<file path="config.mk">
export PLATFORM = sky130hd
export DESIGN_NAME = video_timing_generator
export DESIGN_NICKNAME = d
export VERILOG_FILES = /design/src/rtl/video_timing_pkg.sv /design/src/rtl/video_timing_axis.sv /design/src/rtl/video_timing_generator.sv
export SDC_FILE = /design/constraint.sdc
export NUM_CORES = 1
export LEC_CHECK = 0
export CELL_PAD_IN_SITES_DETAIL_PLACEMENT = 1
export CELL_PAD_IN_SITES_GLOBAL_PLACEMENT = 2
export CORE_ASPECT_RATIO = 0.9
export CORE_MARGIN = 1.5
export CORE_UTILIZATION = 32
export CTS_CLUSTER_SIZE = 16
export DETAILED_ROUTE_END_ITERATION = 8
export GPL_TIMING_DRIVEN = 0
export PLACE_DENSITY_LB_ADDON = 0.1
export SLEW_MARGIN = 20
export SYNTH_ARGS = -nofsm -noshare
export SYNTH_HDL_FRONTEND = slang
export SYNTH_SLANG_ARGS = --single-unit
</file>
<file path="constraint.sdc">
create_clock -name clk -period 3.6 [get_ports clk]
set_clock_uncertainty 0.15 [all_clocks]
set_input_delay 0.72 -clock clk [delete_from_list [all_inputs] [get_ports clk]]
set_output_delay 0.72 -clock clk [all_outputs]
set_load 0.02 [all_outputs]
</file>
<file path="src/rtl/video_timing_pkg.sv">
// rtl/video_timing_pkg.sv - timing presets, total helper and decode record for video_timing_generator
package video_timing_pkg;

  localparam int VTG_MAX_W = 16;

  // 640x480@60, 25.175 MHz pixel clock
  localparam int VGA_H_ACTIVE  = 640;
  localparam int VGA_H_FRONT   = 16;
  localparam int VGA_H_SYNC    = 96;
  localparam int VGA_H_BACK    = 48;
  localparam int VGA_V_ACTIVE  = 480;
  localparam int VGA_V_FRONT   = 10;
  localparam int VGA_V_SYNC    = 2;
  localparam int VGA_V_BACK    = 33;
  localparam int VGA_HSYNC_POL = 0;
  localparam int VGA_VSYNC_POL = 0;

  // 800x600@60, 40 MHz pixel clock
  localparam int SVGA_H_ACTIVE  = 800;
  localparam int SVGA_H_FRONT   = 40;
  localparam int SVGA_H_SYNC    = 128;
  localparam int SVGA_H_BACK    = 88;
  localparam int SVGA_V_ACTIVE  = 600;
  localparam int SVGA_V_FRONT   = 1;
  localparam int SVGA_V_SYNC    = 4;
  localparam int SVGA_V_BACK    = 23;
  localparam int SVGA_HSYNC_POL = 1;
  localparam int SVGA_VSYNC_POL = 1;

  function automatic int timing_total(input int active, input int front,
                                      input int sync, input int back);
    return active + front + sync + back;
  endfunction

  typedef struct packed {
    logic                 hsync;
    logic                 vsync;
    logic                 active;
    logic [VTG_MAX_W-1:0] x;
    logic [VTG_MAX_W-1:0] y;
    logic                 line_start;
    logic                 frame_start;
  } vtg_decode_t;

endpackage

</file>
<file path="src/rtl/video_timing_axis.sv">
// rtl/video_timing_axis.sv - one timing axis: wrapping counter with sync, active and origin decode
module video_timing_axis
  import video_timing_pkg::*;
#(
  parameter int ACTIVE = 640,
  parameter int FRONT  = 16,
  parameter int SYNC   = 96,
  parameter int BACK   = 48,
  parameter int POL    = 0,
  parameter int WIDTH  = 10
) (
  input  logic             clk,
  input  logic             reset_n,
  input  logic             i_en,
  input  logic             i_restart,
  output logic [WIDTH-1:0] o_count,
  output logic             o_wrap,
  output logic             o_sync,
  output logic             o_active,
  output logic             o_zero
);

  localparam int TOTAL = timing_total(ACTIVE, FRONT, SYNC, BACK);

  generate
    if (ACTIVE <= 0 || FRONT <= 0 || SYNC <= 0 || BACK <= 0) begin : g_bad_length
      $error("video_timing_axis: active, porch and sync lengths must be non-zero");
    end
    if (WIDTH < 1 || WIDTH > VTG_MAX_W || (TOTAL - 1) >= (1 << WIDTH)) begin : g_bad_width
      $error("video_timing_axis: WIDTH cannot hold TOTAL-1");
    end
  endgenerate

  localparam logic [WIDTH-1:0] LAST      = WIDTH'(TOTAL - 1);
  localparam logic [WIDTH-1:0] ACT_END   = WIDTH'(ACTIVE);
  localparam logic [WIDTH-1:0] SYNC_BEG  = WIDTH'(ACTIVE + FRONT);
  localparam logic [WIDTH-1:0] SYNC_END  = WIDTH'(ACTIVE + FRONT + SYNC);
  localparam logic             ASSERTED  = (POL != 0);

  logic [WIDTH-1:0] r_count;
  logic             w_wrap;

  assign w_wrap = (r_count == LAST);

  always_ff @(posedge clk or negedge reset_n) begin
    if (!reset_n) begin
      r_count <= '0;
    end else if (i_restart) begin
      r_count <= '0;
    end else if (i_en) begin
      r_count <= w_wrap ? '0 : r_count + 1'b1;
    end
  end

  assign o_count  = r_count;
  assign o_wrap   = w_wrap;
  assign o_sync   = ((r_count >= SYNC_BEG) && (r_count < SYNC_END)) ? ASSERTED : ~ASSERTED;
  assign o_active = (r_count < ACT_END);
  assign o_zero   = (r_count == '0);

endmodule

</file>
<file path="src/rtl/video_timing_generator.sv">
// rtl/video_timing_generator.sv - parametrised VGA/DVI timing generator; VTG_LOOKAHEAD_EN adds a lookahead fetch port
module video_timing_generator
  import video_timing_pkg::*;
#(
  parameter int H_ACTIVE  = VGA_H_ACTIVE,
  parameter int H_FRONT   = VGA_H_FRONT,
  parameter int H_SYNC    = VGA_H_SYNC,
  parameter int H_BACK    = VGA_H_BACK,
  parameter int V_ACTIVE  = VGA_V_ACTIVE,
  parameter int V_FRONT   = VGA_V_FRONT,
  parameter int V_SYNC    = VGA_V_SYNC,
  parameter int V_BACK    = VGA_V_BACK,
  parameter int HSYNC_POL = VGA_HSYNC_POL,
  parameter int VSYNC_POL = VGA_VSYNC_POL,
  parameter int X_WIDTH   = 10,
  parameter int Y_WIDTH   = 10,
  parameter int LOOKAHEAD = 2
) (
  input  logic               clk,
  input  logic               reset_n,
  input  logic               pix_en,
  input  logic               restart,
  output logic               hsync,
  output logic               vsync,
  output logic               active,
  output logic [X_WIDTH-1:0] x,
  output logic [Y_WIDTH-1:0] y,
  output logic               line_start,
  output logic               frame_start
`ifdef VTG_LOOKAHEAD_EN
  ,
  output logic [X_WIDTH-1:0] fetch_x,
  output logic [Y_WIDTH-1:0] fetch_y,
  output logic               fetch_active
`endif
);

  logic [X_WIDTH-1:0] w_h_count;
  logic [Y_WIDTH-1:0] w_v_count;
  logic               w_h_wrap;
  logic               w_v_en;
  logic               w_unused_v_wrap;
  logic               w_hsync;
  logic               w_vsync;
  logic               w_h_act;
  logic               w_v_act;
  logic               w_h_zero;
  logic               w_v_zero;

  assign w_v_en = pix_en && w_h_wrap;

  video_timing_axis #(
    .ACTIVE (H_ACTIVE),
    .FRONT  (H_FRONT),
    .SYNC   (H_SYNC),
    .BACK   (H_BACK),
    .POL    (HSYNC_POL),
    .WIDTH  (X_WIDTH)
  ) u_h_axis (
    .clk       (clk),
    .reset_n   (reset_n),
    .i_en      (pix_en),
    .i_restart (restart),
    .o_count   (w_h_count),
    .o_wrap    (w_h_wrap),
    .o_sync    (w_hsync),
    .o_active  (w_h_act),
    .o_zero    (w_h_zero)
  );

  video_timing_axis #(
    .ACTIVE (V_ACTIVE),
    .FRONT  (V_FRONT),
    .SYNC   (V_SYNC),
    .BACK   (V_BACK),
    .POL    (VSYNC_POL),
    .WIDTH  (Y_WIDTH)
  ) u_v_axis (
    .clk       (clk),
    .reset_n   (reset_n),
    .i_en      (w_v_en),
    .i_restart (restart),
    .o_count   (w_v_count),
    .o_wrap    (w_unused_v_wrap),
    .o_sync    (w_vsync),
    .o_active  (w_v_act),
    .o_zero    (w_v_zero)
  );

`ifdef VTG_LOOKAHEAD_EN
  generate
    if (LOOKAHEAD < 1 || LOOKAHEAD > 8) begin : g_bad_lookahead
      $error("video_timing_generator: LOOKAHEAD must be 1..8");
    end
  endgenerate

  localparam logic H_ASSERTED = (HSYNC_POL != 0);
  localparam logic V_ASSERTED = (VSYNC_POL != 0);
  localparam vtg_decode_t DEC_ORIGIN = '{
    hsync: ~H_ASSERTED, vsync: ~V_ASSERTED, active: 1'b1,
    x: '0, y: '0, line_start: 1'b1, frame_start: 1'b1
  };

  vtg_decode_t w_dec;
  vtg_decode_t r_pipe [LOOKAHEAD];

  assign w_dec = '{
    hsync:       w_hsync,
    vsync:       w_vsync,
    active:      w_h_act && w_v_act,
    x:           VTG_MAX_W'(w_h_count),
    y:           VTG_MAX_W'(w_v_count),
    line_start:  w_h_zero,
    frame_start: w_h_zero && w_v_zero
  };

  // Counters lead the display by LOOKAHEAD ticks; the pipe re-aligns them.
  always_ff @(posedge clk or negedge reset_n) begin
    if (!reset_n) begin
      for (int i = 0; i < LOOKAHEAD; i++) r_pipe[i] <= DEC_ORIGIN;
    end else if (restart) begin
      for (int i = 0; i < LOOKAHEAD; i++) r_pipe[i] <= DEC_ORIGIN;
    end else if (pix_en) begin
      r_pipe[0] <= w_dec;
      for (int i = 1; i < LOOKAHEAD; i++) r_pipe[i] <= r_pipe[i-1];
    end
  end

  assign hsync        = r_pipe[LOOKAHEAD-1].hsync;
  assign vsync        = r_pipe[LOOKAHEAD-1].vsync;
  assign active       = r_pipe[LOOKAHEAD-1].active;
  assign x            = r_pipe[LOOKAHEAD-1].x[X_WIDTH-1:0];
  assign y            = r_pipe[LOOKAHEAD-1].y[Y_WIDTH-1:0];
  assign line_start   = r_pipe[LOOKAHEAD-1].line_start;
  assign frame_start  = r_pipe[LOOKAHEAD-1].frame_start;
  assign fetch_x      = w_h_count;
  assign fetch_y      = w_v_count;
  assign fetch_active = w_h_act && w_v_act;
`else
  localparam int UNUSED_LOOKAHEAD = LOOKAHEAD;

  assign hsync       = w_hsync;
  assign vsync       = w_vsync;
  assign active      = w_h_act && w_v_act;
  assign x           = w_h_count;
  assign y           = w_v_count;
  assign line_start  = w_h_zero;
  assign frame_start = w_h_zero && w_v_zero;
`endif

endmodule
</file>
; ---- Word level (Yosys, flattened, before mapping)
; Index checks and enable logic that the tools add are counted.
; Widths: inputs -> output; s select.
[op_classes]
order_cmp = 6
mux = 8
addsub = 2
n_eq_ne = 2
reduce_logical = 9
[ops]
columns = cell, count
row1 = $mux 10, 6
row2 = $add 10x1->10 const B, 2
row3 = $eq 10x10->1 const B, 2
row4 = $logic_not 10->1, 2
row5 = $lt 10x10->1 const B, 2
row6 = $lt 10x9->1 const B, 2
row7 = $ge 10x10->1 const B, 1
row8 = $ge 10x9->1 const B, 1
row9 = $logic_and 1x1->1, 5
row10 = $reduce_bool 2->1, 2
row11 = $mux 1, 2
[word_totals]
regBits = 20
output_inout_bits = 25
elab_cells = 29

; ---- Logic depth before layout (Yosys ltp)
; Gate-level depths: netlist of the first run.
[depth]
depth_word = 4
depth_mapped = 6
mapped_depth_nobuf = 6

; ---- Hierarchy
; Synthesis of the first run repeated with hierarchy kept, for this count alone.
[unflattened]
cells_unflattened = 152
hier_area_um2 = 1357.6
[by_module_without_submodules]
columns = mod, cells_each, area_each_um2, instances
row1 = video_timing_axis (u_h_axis), 77, 678.2, 1
row2 = video_timing_axis (u_v_axis), 72, 660.6, 1
row3 = video_timing_generator, 3, 18.8, 1

; ---- Worst setup path after synthesis of the first run
; No wires, ideal clock.
[synth_path]
path_kind = reg-to-output
start = reg u_h_axis.r_count[4], in the netlist u_h_axis.o_count[4]
end = out frame_start
t_arrival_ns = 2.057
path_buffers = 1
stages_incl_launch_ff = 6
path_slack_ns = 0.673
t_required_ns = 2.730
cell_sequence = dfrtp_1 -> clkbuf_1 -> nor2_1 -> nand4_1 -> nor4_1 -> and4_1
[synth_between]
elab_chain_cells = 2
[synth_rtl]
columns = element, line_no
row1 = from (decl), video_timing_axis.sv:40  ; logic [WIDTH-1:0] r_count;
row2 = from (signal assigned), video_timing_axis.sv:51  ; r_count <= w_wrap ? '0 : r_count + 1'b1;
row3 = $logic_not 10->1, video_timing_axis.sv:59  ; assign o_zero = (r_count == '0);
row4 = named net line_start, video_timing_generator.sv:28  ; output logic line_start,
row5 = $logic_and 1x1->1, video_timing_generator.sv:148  ; assign frame_start = w_h_zero && w_v_zero;
row6 = to (decl), video_timing_generator.sv:29  ; output logic frame_start
; The timed path passes the listed nets, and every way through them passes these cells.

; ---- Worst setup path after layout of the first run
[layout_path]
start = reg u_h_axis.r_count[4], in the netlist u_h_axis.o_count[4]
end = out frame_start
[layout_between]
elab_chain_cells = 2
[layout_rtl]
columns = element, line_no
row1 = $logic_not 10->1, video_timing_axis.sv:59
row2 = $logic_and 1x1->1, video_timing_generator.sv:148
; Every way passes these cells.

==> results of run 1 <==
[Yosys cell counts (all sizes together)]
| master | n |
|---|---|
| a41o | 2 |
| and3b | 1 |
| inv | 6 |
| o2111ai | 1 |
| or4 | 1 |
| o211a | 2 |
| nor2b | 3 |
| a41oi | 2 |
| a22o | 3 |
| nand3 | 8 |
| and3 | 5 |
| nor4 | 2 |
| clkinv | 1 |
| o311ai | 2 |
| a21oi | 6 |
| and2 | 1 |
| and4 | 2 |
| dfrtp | 20 |
| buf | 2 |
| a221o | 2 |
| nand2b | 1 |
| or2 | 2 |
| nand4 | 6 |
| o2bb2ai | 1 |
| ha | 4 |
| o211ai | 1 |
| xnor2 | 5 |
| nand2 | 12 |
| nor2 | 12 |
| or3 | 1 |
| and4bb | 1 |
| clkbuf | 1 |
| nor3 | 4 |
| o21ai | 6 |
| xor2 | 2 |
[metrics by stage]
stage          utilization, %  area [sq um]
6_report                 43.4          1620
5_1_grt                  43.4          1620
4_1_cts                  43.5          1620
3_5_place_dp             42.4          1580
3_3_place_gp             42.4          1580
2_1_floorplan               -          1250
[power by group]
part / internal (mW) / leakage [nW] / total, mW / switching (mW)
sequential: 0.236 / 0.274 / 0.259 / 0.0228
clock: 0.0749 / 0.0216 / 0.156 / 0.0815
combinational: 0.0552 / 0.355 / 0.120 / 0.0650
[cell usage in the layout, fill, tap and decap left out, types with 2 or more instances in the layout]
master,n
nor3_1,4
and3_1,3
a221o_1,2
and3_2,2
xor2_1,2
clkdlybuf4s50_1,26
dfrtp_1,20
a21oi_1,6
nand4_1,6
nand2_1,12
a22o_2,3
o21ai_0,6
clkbuf_8,3
inv_1,6
ha_1,4
o211a_1,2
nor2_1,11
or2_2,2
xnor2_1,5
and4_1,2
nand3_1,8
nor2b_1,3
[sequential cells by signal (all words and copies together), names as in the netlist]
| signal | cells |
|---|---|
| u_h_axis.o_count | 10 |
| u_v_axis.o_count | 10 |
[cell families (layout without fill, tap and decap cells)]
logic type	after synthesis	in the layout	synth area share, %
simple gates	62	62	27.8
fa+ha+maj	4	4	3.99
compound gates	28	28	19.5
xor+xnor	7	7	4.89
flops	20	20	39.9
buf+inv	10	40	3.89
[area by class of cell]
class                   count  area [sq um]  share of cell area (%)
clock buffers               3          41.3                    2.55
repair buffers             27           265                    16.4
multi-input cells         101           706                    43.6
plain buffers               3          22.5                    1.39
flip-flops and latches     20           500                    30.9
well taps                  46          57.6                    3.55
inverters                   7          26.3                    1.62
[worst min-delay path by stage]
stage	from	end	cells after the start	slack, ns
final	reset_n	u_h_axis.o_count[1]$_DFFE_PN0P_	1	0.26
after global routing	reset_n	u_h_axis.o_count[1]$_DFFE_PN0P_	1	0.29
after CTS	u_v_axis.o_count[8]$_DFFE_PN0P_	u_v_axis.o_count[8]$_DFFE_PN0P_	2	0.44
after detailed placement	u_v_axis.o_count[8]$_DFFE_PN0P_	u_v_axis.o_count[8]$_DFFE_PN0P_	2	0.42
after global placement	u_v_axis.o_count[8]$_DFFE_PN0P_	u_v_axis.o_count[8]$_DFFE_PN0P_	2	0.41
after floorplan	reset_n	u_h_axis.o_count[0]$_DFFE_PN0P_	0	0.27
[routing by layer]
metal  wire length, microns  up-vias  GRT usage (%)
met5                      0        -              0
met4                     28        0           3.68
met3                    137        4           4.19
met2                   1720       21           30.8
met1                   1570      584           21.3
li1                       -      545              -
==> results.txt, run 1 <==
- Setup repair after global routing missed its margin: false
- Crit path max-delay cell type: clkdlybuf4s50_1
- Number of buffers added for setup after CTS: 0
- Clock sink total: 20
- Worst Setup SP: u_h_axis.o_count[4]$_DFFE_PN0P_
- Count of final max-slew check failures: 0
- CTS tree: built
- Clock period minus final worst setup slack: 3.32 ns
- Count of hold buffers inserted by post-cts repair: 0
- Area growth syn-to-layout: 29.0%
- For this configuration, the core starts out at a cell density of around 34%.
- Number of standard cells in the final layout excluding fillers: 207
- Detailed placement ended at an HPWL of around 2500 microns.
- Derived from the worst setup path, the maximum achievable clock frequency is roughly 0.30 GHz.
- Area enclosed by the die boundary: roughly 0.0043 sq mm
- Summed over all layers, the routed wires come to around 3500 microns.
- After floorplanning, the core was sized to cover 0.00373 sq mm.
- Depth of the worst register-to-register path: 6
- Setup violations remaining at the end of the flow were counted as 0.
- Once placement completed, the tool counted placed cells totaling slightly above 200.
- The count of buffers added on input and output ports is 27.
- Broken down by cell family, the worst path's largest delay share belongs to simple AND/OR/NAND/NOR gates.
- Antenna-violating nets left: 0
- STA puts the critical path data arrival time at around 2.5 ns.
- The worst-case IR drop observed on VDD is ~180 uV.
- For this run, design rule violations remaining after detail routing come to 0.
- In the routed layout, each cell is associated on average with a via count of 5.57.
* H-tree level count: 1
* Count of cell instances traversed by the critical path: 6
- The filler cells instantiated in the layout total roughly 430.
* Critical path endpoint category: primary output
* Number of nets in the layout: 171
* Hold violation total from the final report: 0
- The tool flagged a number of max-cap violations equal to 0.
- GRT Residual Overflow: 0
- Synthesis handed over a netlist of approximately 130 instances.
- Data on the critical path is required at its endpoint by 2.73 ns.
* Number of antenna violations at the first check in global routing: 0
- Number of antenna repair diodes: 0
- Before CTS, the worst setup slack after placement is roughly 0.55 ns.
- Entering global routing, the biggest net connects 21 pins.
- After floorplanning, the core was divided into 21 placement rows.
* Worst slew margin: 66.9%
- Portion of the post-synthesis area used by sequential elements: roughly two fifths
* Vertical extent of the die: between 60 and 70 microns
- Power, Total: 0.535 mW
- The flow ran to the end, and the final reports show no timing, DRC or antenna violations.
* Worst Tran Pin Value: a little under 0.5 ns
- Number of ports placed on the die boundary: 29
- At the end of routability-driven placement, the weighted congestion stood at 0.750.
- Biggest fanout along the worst timing path: 10
- In the final routed layout, each cell accounts on average for approximately 17 microns.
* Worst path max stage delay: 0.60 ns
- Detailed-router iteration count before antenna repair: 4
- Power Density: roughly 330 mW/mm^2
* Dominant cell type by area after synthesis: dfrtp_1
- Final worst setup slack: 0.283 ns
- The signal on the critical path passes through clkbuf_1 -> nor2_1 -> nand4_1 -> nor4_1 -> and4_1 -> clkdlybuf4s50_1.
* CTS resizes: 0
- Endpoint of the most critical register-to-register path: u_v_axis.o_count[7]$_DFFE_PN0P_
* First-pass GRT wire length: a little under 6000 microns
- Number of global-route vias before repair: 1200
* CP Capture Point: frame_start
* Vias post-DR: 1154
* GRT Resource Usage Total: between 10% and 20%
- CTS root buf: clkbuf_8
- Maximum clock path buffer count: 2
- Synthesized area per cell: 9.58 sq um
* Largest cells by area after synthesis: dfrtp_1, ha_1, nand2_1
- For the final routed database, the setup TNS stands at 0 ns.
* Lkg Pwr: 0.651 nW
- STA classifies the critical path startpoint as a register.
- Synth top area share: 39.9%
* R2R Setup Slk: 1.44 ns
* Worst Hold Margin: 0.255 ns
- Min-delay worst type: primary input to async pin
- Total nets after synthesis: between 100 and 150
- Startpoint of the lowest-slack register-to-register path: u_h_axis.o_count[0]$_DFFE_PN0P_
* Buf+Inv Stages, Crit Path: 2
- Share of post-route cells with drive strength above 1: about an eighth
* Count of routing violations after the opening detailed-route iteration: between 80 and 90
- Clock-pin slew was measured on the worst setup and hold paths at roughly 0.08 ns.
- For this run, the number of Yosys warnings is 0.
* Number of register bits inferred by synthesis: 20
* Insertion delay of the later-clocked pin in the worst-skew pair: ~0.27 ns
* Synthesized cell area: 0.00125 sq mm
- Post-synthesis cell type count: 42
- The die is 69.0 microns wide.
- Number of clock buffers inserted by TritonCTS: 3
- Setup CP Type: register to primary output
* Part of the cycle the worst path needs: between 90% and 100%
Note: power is estimated with default switching activity, not from simulation.
==> run 2: changes to the inputs <==
--- a/config.mk
+++ b/config.mk
@@ -13,8 +13,9 @@
 export CTS_CLUSTER_SIZE = 16
 export DETAILED_ROUTE_END_ITERATION = 8
 export GPL_TIMING_DRIVEN = 0
-export PLACE_DENSITY_LB_ADDON = 0.1
+export PLACE_DENSITY_LB_ADDON = 0.25
 export SLEW_MARGIN = 20
 export SYNTH_ARGS = -nofsm -noshare
 export SYNTH_HDL_FRONTEND = slang
+export SYNTH_HIERARCHICAL = 1
 export SYNTH_SLANG_ARGS = --single-unit
==> run 2 against run 1 <==
Compared with the run above:
- critical path depth is 1 lower
- combinational power shrank 30%
- first-iteration DRC count is 1.2% lower
- clock power grew 51%
- hold slack gained 0.23 ns
- worst setup slack lost 0.12 ns
- cell count is 12% higher
- count of clock-buffer cells in the layout stayed put
- power is 4.2% higher
- via count up 13%
- core utilization down 0.058 points
- largest cell class unchanged
==> results.txt, run 2 <==
* CTS tree: built
- The most critical setup path has its startpoint at u_h_axis/o_count[5]$_DFFE_PN0P_.
- In this run the post-CTS setup repair buffer count came out at 0.
- TritonCTS created 3 clock buffers.
- Worst slew margin: roughly a third
- Leading cell types by count after synthesis: dfrtp_1, nand2_1, inv_1
* Pin count of the biggest net entering global routing: 21
- The tightest hold path in the finished design has a slack of approximately 0.48 ns.
- At the later pin of the worst-skew pair, clock insertion delay measures 0.27 ns.
- STA classifies the critical path endpoint as a primary output.
- In the layout the commonest cells are clkdlybuf4s50_1, dfrtp_1, nand2_1, inv_1.
- For flop-to-flop paths, the worst setup slack is approximately 0.94 ns.
- The path class of the tightest hold or removal check is register to register.
- After detailed routing, the number of remaining DRC violations is 0.
* Depth of the worst register-to-register path: 8
- Ranked by total cell area, the synthesized netlist is headed by dfrtp_1, or4_1, nand2_1.
- Startpoint of the lowest-slack register-to-register path: u_h_axis/o_count[5]$_DFFE_PN0P_
- The share of the Yosys chip area taken by registers is 36.9%.
- After clock tree synthesis, the clock-pin slew on the worst setup and hold paths is approximately 0.080 ns.
* Total nets after synthesis: 161
- Setup violations remaining at the end of the flow were counted as 0.
- For this configuration, the core starts out at a cell density of 33.3%.
- Routed wire length: just under 4000 microns
* Synth top area share: about 37%
- H-tree level count: 1
* Worst path max stage delay: ~0.6 ns
* Clock sink total: 20
- The slowest stage of the critical path belongs to the cell clkdlybuf4s50_1.
* Number of standard cells in the final layout excluding fillers: 231
- Across all layers, the routed design uses approximately 1.3k vias.
- For this run, the total global-route usage over all layers was measured as approximately a fifth.
- The final layout contains between 150 and 200 nets.
- Antenna-violating nets left: 0
* Mapped Cells: 152
- Setup repair after global routing missed its margin: false
* Number of global-route vias before repair: roughly 1.4k
* Dpl cells: around 230
* Dominant cell type by area after synthesis: dfrtp_1
* Fillers: approximately 490
- CTS root buf: clkbuf_8
- Highest clock frequency the design can meet: just under 0.3 GHz
* Worst vdd rail ir drop: 145 uV
- The count of buffers added on input and output ports is 27.
- Counting distinct cell types in the post-synthesis netlist gives 43.
- Number of antenna repair diodes: 0
- Combined flip-flop and latch cell area: about 500 sq um
- The count of final hold-check violations came to 0.
- Proportion of synthesized flip-flops having asynchronous set or reset: 100%
* Synth Flop Type: dfrtp_1
- Count of routing violations after the opening detailed-route iteration: 81
- Share of post-route cells with drive strength above 1: 12.0%
- Synthesized cell area: between 0.001 and 0.0015 sq mm
- The clock passes through at most 2 buffers.
* Buf+Inv Stages, Crit Path: 2
- Dividing the detail-routed via count by the number of cells gives 5.67.
- Run status: finished, final reports clean
- In this run the power density over the cells is roughly 320 mW/mm^2.
- The first global-routing pass estimated 6750 microns of wire.
- The worst hold path terminates at u_h_axis/o_count[1]$_DFFE_PN0P_.
- Routed wirelength normalized by instance count: between 15 and 20 microns
- Ordered list of cells on the worst path: buf_4 -> or4_1 -> nor4_2 -> and2_1 -> clkdlybuf4s50_1
- Area growth syn-to-layout: 30.0%
- Leading cell type by number of instances after synthesis: dfrtp_1
- After layout, the design draws a total of around 0.56 mW.
- Dominant delay contributor by cell family on the critical path: simple AND/OR/NAND/NOR gates
- STA classifies the critical path startpoint as a register.
* Number of antenna violations at the first check in global routing: 0
- In this run the mean area of a mapped cell was roughly 8.9 sq um.
- During I/O placement, the number of pins put on the boundary was 29.
* GPL Wtd Cong: approximately 0.8
- Part of the cycle the worst path needs: 95.4%
* Max-cap check violation count: 0
- The floorplan has 22 rows.
- EDFF count, synth: 0
* Multi-input combinational cell area: around 780 sq um
* Setup CP Type: register to primary output
- For the pin with the worst max-slew slack, the measured transition is about 0.97 ns.
- Vertical extent of the die: about 65 microns
* Setup TNS: 0 ns
- Subtracting the final worst setup slack from the clock period gives 3.44 ns.
- Placed standard-cell area: ~0.0017 sq mm
- The floorplan step defined a die boundary enclosing between 0.004 and 0.005 sq mm.
* Hold Crit Start: u_h_axis/o_count[1]$_DFFE_PN0P_
- In this run the critical register-to-register path is captured at u_v_axis/o_count[9]$_DFFE_PN0P_.
- Data arrival at the endpoint of the critical path: about 2.6 ns
- Before antenna repair, the detailed router went through 6 iterations.
- The final-report max-slew violation count came to 0.
- Of all nets on the critical path, the largest fanout is 9.
* Number of register bits inferred by synthesis: 20
* Area inside the core boundary: 0.00407 sq mm
- After routing the design area is between 0.0015 and 0.002 sq mm.
* Required time of the worst setup path: about 2.7 ns
- Detailed placer's ending HPWL: between 2000 and 3000 microns
- Lkg Pwr: just under 0.7 nW
- Die span in x: approximately 72 microns
- The total overflow left after global routing is 0.
* Syn. warnings: 6
* Most frequent standard cell in the layout excluding fill and tap cells: clkdlybuf4s50_1
- The worst hold path passes through 2 cells.
[run 2: layout make-up]
type                    count  share of cell area, %
clock buffers               3                   2.34
well taps                  48                   3.40
clock inverters             1                   1.70
plain buffers               7                   2.62
multi-input cells         114                   43.9
flip-flops and latches     20                   28.3
inverters                  11                   2.34
repair buffers             27                   15.3
[run 2: logic make-up (layout without fill, tap and decap cells)]
kind of cell	count (synthesis)	in the layout	synth area share, %
simple gates	69	69	30.0
compound gates	35	35	18.7
flops	20	20	36.9
buf+inv	18	49	6.45
fa+ha+maj	5	5	4.61
xor+xnor	4	4	2.58
mux	1	1	0.737
[run 2: routing by layer]
metal | up-vias | share of wire [%] | global-route usage, %
met3 | 4 | 3.4 | 4.20
li1 | 628 | - | -
met5 | - | 0 | 0
met2 | 29 | 51 | 33.7
met1 | 648 | 44 | 22.4
met4 | 0 | 0.73 | 4.48
[run 2: worst reg2reg max path, delay by kind of cell, from the launching register on]
family | cells | cell delay, ns
buf+inv | 2 | 0.35
compound gates | 2 | 0.39
flops | 1 | 0.38
simple gates | 4 | 1.27
[run 2: per-stage QoR]
stage / setup WS (ns) / util [%]
after global placement: 0.360 / 41.4
after global routing: 0.0560 / 43.3
after detailed placement: 0.382 / 41.4
after CTS: 0.0370 / 43.2
after floorplan: 0.520 / -
final: 0.165 / 43.3
[run 2: what timing repair did]
action | in CTS | in global routing
endpoints found under the setup margin | 0 | 1
hold buffers | 0 | 0
hold endpoints to repair | 0 | 0
gates resized for setup | 0 | 1
[run 2: worst max path at each step]
| stage | endpoint | cells after the start |
|---|---|---|
| final | frame_start | 5 |
| after CTS | frame_start | 5 |
| after global placement | frame_start | 5 |
| after floorplan | frame_start | 4 |
| after global routing | frame_start | 5 |
| after detailed placement | frame_start | 5 |
[run 2: where the power goes]
part           switching, mW  internal (mW)  total [mW]
sequential           0.00903          0.229       0.238
combinational         0.0469         0.0371      0.0840
clock                 0.0870          0.149       0.236
